`src/rtl/gaussian_frame_scheduler_if.sv`:
```
// Frame-buffer / filter bus for gaussian_frame_scheduler: source RAM read port,
// filter stream in/out and destination RAM write port.
interface gaussian_frame_scheduler_if #(
  parameter int ADDR_W = 14
);
  logic              src_rd_en;
  logic [ADDR_W-1:0] src_rd_addr;
  logic [7:0]        src_rd_data;
  logic              filt_frame_start;
  logic [7:0]        filt_pixel_in;
  logic              filt_valid_in;
  logic [7:0]        filt_pixel_out;
  logic              filt_valid_out;
  logic              dst_wr_en;
  logic [ADDR_W-1:0] dst_wr_addr;
  logic [7:0]        dst_wr_data;

  modport master (
    output src_rd_en, src_rd_addr,
    input  src_rd_data,
    output filt_frame_start, filt_pixel_in, filt_valid_in,
    input  filt_pixel_out, filt_valid_out,
    output dst_wr_en, dst_wr_addr, dst_wr_data
  );

  modport slave (
    input  src_rd_en, src_rd_addr,
    output src_rd_data,
    input  filt_frame_start, filt_pixel_in, filt_valid_in,
    output filt_pixel_out, filt_valid_out,
    input  dst_wr_en, dst_wr_addr, dst_wr_data
  );
endinterface

```
`src/rtl/gaussian_frame_scheduler.sv`:
```
// Sequences one frame pass: source RAM -> 3x3 Gaussian filter -> destination RAM.
// Optional GAUSS_SCHED_PERF_EN adds o_perf_busy_cycles (saturating busy-cycle count).
module gaussian_frame_scheduler #(
  parameter int IMG_WIDTH  = 112,
  parameter int IMG_HEIGHT = 112,
  parameter int ADDR_W     = 14,
  parameter int DRAIN_MAX  = 8
) (
  input  logic clk,
  input  logic rst,
  input  logic i_start,
  input  logic i_abort,
  input  logic i_hold,
  output logic o_busy,
  output logic o_done,
  output logic o_err,
`ifdef GAUSS_SCHED_PERF_EN
  output logic [31:0] o_perf_busy_cycles,
`endif
  gaussian_frame_scheduler_if.master io_bus
);

  localparam int                NPIX       = IMG_WIDTH * IMG_HEIGHT;
  localparam logic [ADDR_W-1:0] LAST_ADDR  = ADDR_W'(NPIX - 1);
  localparam logic [ADDR_W-1:0] OUT_TOTAL  = ADDR_W'(IMG_WIDTH * (IMG_HEIGHT - 2));
  localparam int                DW         = $clog2(DRAIN_MAX + 1);
  localparam logic [DW-1:0]     DRAIN_LAST = DW'(DRAIN_MAX - 1);

  localparam logic [2:0] S_IDLE  = 3'd0;
  localparam logic [2:0] S_SOF   = 3'd1;
  localparam logic [2:0] S_READ  = 3'd2;
  localparam logic [2:0] S_DRAIN = 3'd3;
  localparam logic [2:0] S_DONE  = 3'd4;

  logic [2:0]        r_state;
  logic [ADDR_W-1:0] r_rd_addr;
  logic [ADDR_W-1:0] r_wr_cnt;
  logic [DW-1:0]     r_drain_cnt;
  logic              r_err;
  logic              r_valid;

  logic w_active;
  logic w_accept;
  logic w_rd_en;
  logic w_full;
  logic w_capture;
  logic w_wr_en;
  logic w_overrun;

  always_comb begin
    w_active  = (r_state == S_READ) || (r_state == S_DRAIN);
    w_accept  = (r_state == S_IDLE) && i_start && !i_abort;
    w_rd_en   = (r_state == S_READ) && !i_hold && !i_abort;
    w_full    = (r_wr_cnt == OUT_TOTAL);
    // abort drops any filter output arriving in the same cycle
    w_capture = w_active && io_bus.filt_valid_out && !i_abort;
    w_wr_en   = w_capture && !w_full;
    w_overrun = w_capture && w_full;
  end

  assign o_busy = (r_state != S_IDLE);
  assign o_done = (r_state == S_DONE);
  assign o_err  = r_err;

  assign io_bus.src_rd_en        = w_rd_en;
  assign io_bus.src_rd_addr      = w_rd_en ? r_rd_addr : '0;
  assign io_bus.filt_frame_start = (r_state == S_SOF);
  // RAM output is already registered; r_valid aligns the strobe with it
  assign io_bus.filt_valid_in    = r_valid;
  assign io_bus.filt_pixel_in    = r_valid ? io_bus.src_rd_data : '0;
  assign io_bus.dst_wr_en        = w_wr_en;
  assign io_bus.dst_wr_addr      = w_wr_en ? r_wr_cnt : '0;
  assign io_bus.dst_wr_data      = w_wr_en ? io_bus.filt_pixel_out : '0;

  always_ff @(posedge clk) begin
    if (rst) begin
      r_state     <= S_IDLE;
      r_rd_addr   <= '0;
      r_wr_cnt    <= '0;
      r_drain_cnt <= '0;
      r_err       <= 1'b0;
      r_valid     <= 1'b0;
    end else begin
      r_valid <= w_rd_en;
      if (w_wr_en) r_wr_cnt <= r_wr_cnt + 1'b1;
      if (w_overrun) r_err <= 1'b1;

      if (i_abort && (r_state != S_IDLE)) begin
        r_state <= S_IDLE;
      end else begin
        case (r_state)
          S_IDLE: begin
            if (w_accept) begin
              r_state     <= S_SOF;
              r_err       <= 1'b0;
              r_rd_addr   <= '0;
              r_wr_cnt    <= '0;
              r_drain_cnt <= '0;
            end
          end
          S_SOF: r_state <= S_READ;
          S_READ: begin
            if (w_rd_en) begin
              if (r_rd_addr == LAST_ADDR) r_state <= S_DRAIN;
              else                        r_rd_addr <= r_rd_addr + 1'b1;
            end
          end
          S_DRAIN: begin
            if (w_full) begin
              r_state <= S_DONE;
            end else if (r_drain_cnt == DRAIN_LAST) begin
              r_err   <= 1'b1;
              r_state <= S_DONE;
            end else begin
              r_drain_cnt <= r_drain_cnt + 1'b1;
            end
          end
          S_DONE:  r_state <= S_IDLE;
          default: r_state <= S_IDLE;
        endcase
      end
    end
  end

`ifdef GAUSS_SCHED_PERF_EN
  logic [31:0] r_perf_busy_cycles;

  always_ff @(posedge clk) begin
    if (rst) begin
      r_perf_busy_cycles <= '0;
    end else if (w_accept) begin
      r_perf_busy_cycles <= '0;
    end else if (o_busy && (r_perf_busy_cycles != '1)) begin
      r_perf_busy_cycles <= r_perf_busy_cycles + 1'b1;
    end
  end

  assign o_perf_busy_cycles = r_perf_busy_cycles;
`endif

endmodule

```
`src/flat_wrapper.sv`:
```
// flat-port wrapper written by rule: the top's interface ports become plain ports
module gaussian_frame_scheduler_flat 
#(
  parameter int IMG_WIDTH  = 112,
  parameter int IMG_HEIGHT = 112,
  parameter int ADDR_W     = 14,
  parameter int DRAIN_MAX  = 8
)
  (clk, rst, i_start, i_abort, i_hold, o_busy, o_done, o_err, io_bus_src_rd_en, io_bus_src_rd_addr, io_bus_src_rd_data, io_bus_filt_frame_start, io_bus_filt_pixel_in, io_bus_filt_valid_in, io_bus_filt_pixel_out, io_bus_filt_valid_out, io_bus_dst_wr_en, io_bus_dst_wr_addr, io_bus_dst_wr_data);
  gaussian_frame_scheduler_if #(.ADDR_W(ADDR_W)) io_bus_i ();
  input  logic clk;
  input  logic rst;
  input  logic i_start;
  input  logic i_abort;
  input  logic i_hold;
  output logic o_busy;
  output logic o_done;
  output logic o_err;
  output wire logic [$bits(io_bus_i.src_rd_en)-1:0] io_bus_src_rd_en;
  output wire logic [$bits(io_bus_i.src_rd_addr)-1:0] io_bus_src_rd_addr;
  input wire logic [$bits(io_bus_i.src_rd_data)-1:0] io_bus_src_rd_data;
  output wire logic [$bits(io_bus_i.filt_frame_start)-1:0] io_bus_filt_frame_start;
  output wire logic [$bits(io_bus_i.filt_pixel_in)-1:0] io_bus_filt_pixel_in;
  output wire logic [$bits(io_bus_i.filt_valid_in)-1:0] io_bus_filt_valid_in;
  input wire logic [$bits(io_bus_i.filt_pixel_out)-1:0] io_bus_filt_pixel_out;
  input wire logic [$bits(io_bus_i.filt_valid_out)-1:0] io_bus_filt_valid_out;
  output wire logic [$bits(io_bus_i.dst_wr_en)-1:0] io_bus_dst_wr_en;
  output wire logic [$bits(io_bus_i.dst_wr_addr)-1:0] io_bus_dst_wr_addr;
  output wire logic [$bits(io_bus_i.dst_wr_data)-1:0] io_bus_dst_wr_data;
  assign io_bus_src_rd_en = io_bus_i.src_rd_en;
  assign io_bus_src_rd_addr = io_bus_i.src_rd_addr;
  assign io_bus_i.src_rd_data = io_bus_src_rd_data;
  assign io_bus_filt_frame_start = io_bus_i.filt_frame_start;
  assign io_bus_filt_pixel_in = io_bus_i.filt_pixel_in;
  assign io_bus_filt_valid_in = io_bus_i.filt_valid_in;
  assign io_bus_i.filt_pixel_out = io_bus_filt_pixel_out;
  assign io_bus_i.filt_valid_out = io_bus_filt_valid_out;
  assign io_bus_dst_wr_en = io_bus_i.dst_wr_en;
  assign io_bus_dst_wr_addr = io_bus_i.dst_wr_addr;
  assign io_bus_dst_wr_data = io_bus_i.dst_wr_data;
  gaussian_frame_scheduler #(.IMG_WIDTH(IMG_WIDTH), .IMG_HEIGHT(IMG_HEIGHT), .ADDR_W(ADDR_W), .DRAIN_MAX(DRAIN_MAX)) u_core (.clk(clk), .rst(rst), .i_start(i_start), .i_abort(i_abort), .i_hold(i_hold), .o_busy(o_busy), .o_done(o_done), .o_err(o_err), .io_bus(io_bus_i));
endmodule
```
`config.mk`:
```
export PLATFORM = sky130hd
export DESIGN_NAME = gaussian_frame_scheduler_flat
export DESIGN_NICKNAME = d
export VERILOG_FILES = /design/src/rtl/gaussian_frame_scheduler_if.sv /design/src/rtl/gaussian_frame_scheduler.sv /design/src/flat_wrapper.sv
export SDC_FILE = /design/constraint.sdc
export NUM_CORES = 1
export LEC_CHECK = 0
export ABC_AREA = 1
export CAP_MARGIN = 20
export CORE_ASPECT_RATIO = 1.1
export CORE_MARGIN = 5
export CORE_UTILIZATION = 52
export DETAILED_ROUTE_END_ITERATION = 12
export PLACE_DENSITY = 0.86
export SLEW_MARGIN = 20
export SYNTH_ARGS = -nofsm -noshare
export SYNTH_HDL_FRONTEND = slang
export SYNTH_SLANG_ARGS = --single-unit
export TNS_END_PERCENT = 10
```
`constraint.sdc`:
```
create_clock -name clk -period 4.6 [get_ports clk]
set_clock_uncertainty 0.15 [all_clocks]
set_input_delay 0.46 -clock clk [delete_from_list [all_inputs] [get_ports clk]]
set_output_delay 0.46 -clock clk [all_outputs]
set_load 0.005 [all_outputs]
```
==> impl_metrics.tcl <==
set metrics [dict create \
    cts-root-buf "clkbuf_8" \
    numCtsBuffers 5 \
    drive_gt1_frac 0.0397 \
    seqPwrFrac 0.374 \
    drt_iter0_drc 195 \
    dp_hpwl_mm 5.07 \
    place_congestion 0.928 \
    vias 2938 \
    hold_buffers 0 \
    antenna_cells 0 \
    yosys.area.top_type_share 0.290 \
    ys_seq_area_frac 0.290 \
    syn_to_final_growth_pct 31.2 \
    final-seq-area_um2 741 \
    synthAdderAreaFrac 0.0245 \
    totalPowerFinal_mw 0.972 \
    placed_cell_area_mm2 0.00328 \
    wl_met1_mm 2.93 \
    yosys_warnings 0 \
    htree_levels 2 \
    ctsResizeCount 0 \
    synth-seq-cells 37 \
    swShare 0.405 \
    die_area_mm2 0.00642 \
    finalHoldViolations 0 \
    crit_path_end_kind "primary output" \
    firstDrtPassIters 5 \
    track_usage 0.208 \
    finalCriticalPeriod_ns 3.12 \
    peakVddDrop_uv 266 \
    rsz0062_at_grt "false" \
    drt_wl_total_mm 6.72 \
    io_buffer_count 72 \
    antenna_found_initial 0 \
    post_cts_buffers 0 \
    setup_violations 0 \
    hp-class "reg -> reg" \
    start_util 0.542 \
    cts_tree "done" \
    synth_top_family_by_area "simple AND/OR/NAND/NOR gates" \
    avgSynthCellArea_um2 5.85 \
    fmax_mhz 320 \
    worstSetupPathType "in -> out" \
    ys_types 27 \
    startpoint "i_abort" \
    clock_path_buffers 2 \
    ios 73 \
    rows 26 \
    power_switching_mw 0.394 \
    detailroute.wirelength.met2_mm 3.12 \
    die_h_um 83.6 \
    tightestPinTransition_ns 1.01 \
    overflow 0 \
    power_density_mw_per_mm2 290 \
    wl_met3_um 550 \
    timing.rr.start "u_core.r_state[2]$_SDFFE_PP0P_" \
    netlist_instances 437 \
    drc 0 \
    worst_hold_slack_ns 0.349 \
    first_global_vias 2667 \
    final_common_cell "nand2_1" \
    synth_xor_area_frac 0.0274 \
    setup_tns_ns 0 \
    coreArea_mm2 0.00472 \
    cp.required_ns 3.99 \
    clk_pin_slew_ns 0.07 \
    status "finished clean" \
    final_cell_mix "110 x nand2_1, 89 x nor2_1, 72 x clkdlybuf4s50_1, 66 x inv_1, 37 x dfxtp_1" \
    grt_pass1_wl_mm 11.4 \
    crit_arrival_ns 2.51 \
    intPower_mw 0.578 \
    yosysTopAreaCell "dfxtp_1" \
    slew_violations 0 \
    routed.top_layer "met4" \
    wl_per_cell_um 12.0 \
    cp_max_fo 36 \
    r2r_end "u_core.r_wr_cnt[1]$_SDFF_PP0_" \
    max-cap-violations 0 \
    synthTopCellsByArea "dfxtp_1 29%, nand2_1 16%, nor2_1 13%" \
    muxShareOfSynthArea 0 \
    synth_simple_gate_area_frac 0.456 \
    design_area_mm2 0.00336 \
    combPwrFrac 0.405 \
    netlist_area_mm2 0.00256 \
    vias_per_cell 5.25 \
    p_leak_nw 1.33 \
    syn_nets 464 \
    relSlewSlack 0.320 \
    die_width_um 76.9 \
    worstSkewPairLatency_ns 0.29 \
    r2r_cells 6 \
    grt_max_degree 37 \
    nets 532 \
    stdcell_count 560 \
    multi_input_area_mm2 0.00149 \
    p_clk_frac 0.221 \
    ant_nets 0 \
    crit_path_end "io_bus_dst_wr_addr[0]" \
    dp_cells 554 \
    regToRegSetupSlack_ns 2.20 \
    start_kind "input port" \
    fin_crit_sh 0.679 \
    synth_compound_area_frac 0.0753 \
    cts_sinks 37 \
    fillers 415 \
]
cell families (layout without fill, tap and decap cells):
| group | count (synthesis) | count (layout) |
|---|---|---|
| AND/OR/NAND/NOR | 269 | 269 |
| adder cells (fa/ha/maj) | 5 | 5 |
| AO/OA/AOI/OAI | 38 | 38 |
| buffers and inverters | 80 | 147 |
| XOR/XNOR | 8 | 8 |
| flip-flops | 37 | 37 |
power groups by stage:
| stage | logic (mW) | registers (mW) | clock network (mW) |
|---|---|---|---|
| after global routing | 0.445 | 0.367 | 0.235 |
| final | 0.394 | 0.364 | 0.215 |
| after CTS | 0.391 | 0.364 | 0.219 |
| after global placement | 0.384 | 0.370 | 0 |
| after detailed placement | 0.389 | 0.371 | 0 |
| after floorplan | 0.301 | 0.365 | 0 |
cell type report:
type,instances,share of cell area
flip-flops and latches,37,0.221
multi-input cells,320,0.444
repair buffers,72,0.215
well taps,56,0.0209
inverters,69,0.0772
clock inverters,1,0.00149
clock buffers,5,0.0205
worst max-delay path: stages:
cell and delay (ns):
clkdlybuf4s50_1 0.42, inv_1 0.12, nand2_1 0.09, nor2_2 0.25, nand2_4 0.26, inv_2 0.24
ha_1 0.17, clkdlybuf4s50_1 0.49
how the worst min path moves through the flow:
stage | from | endpoint | slack, ns | depth (start not counted)
after detailed placement | u_core.r_drain_cnt[3]$_SDFFE_PP0P_ | u_core.r_drain_cnt[3]$_SDFFE_PP0P_ | 0.34 | 2
after floorplan | u_core.r_drain_cnt[3]$_SDFFE_PP0P_ | u_core.r_drain_cnt[3]$_SDFFE_PP0P_ | 0.31 | 2
final | u_core.r_drain_cnt[3]$_SDFFE_PP0P_ | u_core.r_drain_cnt[3]$_SDFFE_PP0P_ | 0.35 | 2
after CTS | u_core.r_drain_cnt[3]$_SDFFE_PP0P_ | u_core.r_drain_cnt[3]$_SDFFE_PP0P_ | 0.35 | 2
after global placement | u_core.r_drain_cnt[3]$_SDFFE_PP0P_ | u_core.r_drain_cnt[3]$_SDFFE_PP0P_ | 0.33 | 2
after global routing | u_core.r_wr_cnt[11]$_SDFF_PP0_ | u_core.r_wr_cnt[11]$_SDFF_PP0_ | 0.38 | 2
layer usage:
metal,track usage,vias up
li1,-,1489
met4,0.0811,0
met5,0,-
met1,0.253,1309
met3,0.0551,17
met2,0.344,123
cell usage after synthesis:
| master | instances |
|---|---|
| a21boi_1 | 1 |
| a21oi_1 | 27 |
| buf_2 | 5 |
| buf_4 | 3 |
| buf_6 | 1 |
| clkbuf_1 | 2 |
| dfxtp_1 | 37 |
| ha_1 | 5 |
| inv_1 | 66 |
| inv_2 | 3 |
| nand2_1 | 110 |
| nand2_2 | 3 |
| nand2_4 | 1 |
| nand3_1 | 34 |
| nand3_2 | 1 |
| nand3b_1 | 1 |
| nand4_1 | 15 |
| nor2_1 | 89 |
| nor2_2 | 2 |
| nor2_4 | 2 |
| nor3_1 | 7 |
| nor3_4 | 1 |
| nor3b_1 | 2 |
| o21ai_0 | 8 |
| o21ai_1 | 2 |
| or2_2 | 1 |
| xor2_1 | 8 |
registers in the layout, indices dropped and copies added, names as in the netlist:
name                         cells
u_core.r_drain_cnt               4
u_core.r_state                   3
u_core.r_wr_cnt                 14
u_core.r_rd_addr                14
u_core.io_bus.filt_valid_in      1
u_core.o_err                     1
through the flow:
step           utilization  setup WS [ns]
6_report             0.711           1.48
5_1_grt              0.711           1.29
4_1_cts              0.711           1.46
3_5_place_dp         0.696           1.46
3_3_place_gp         0.696           1.53
2_1_floorplan            -           2.71
Note: power is estimated with default switching activity, not from simulation.
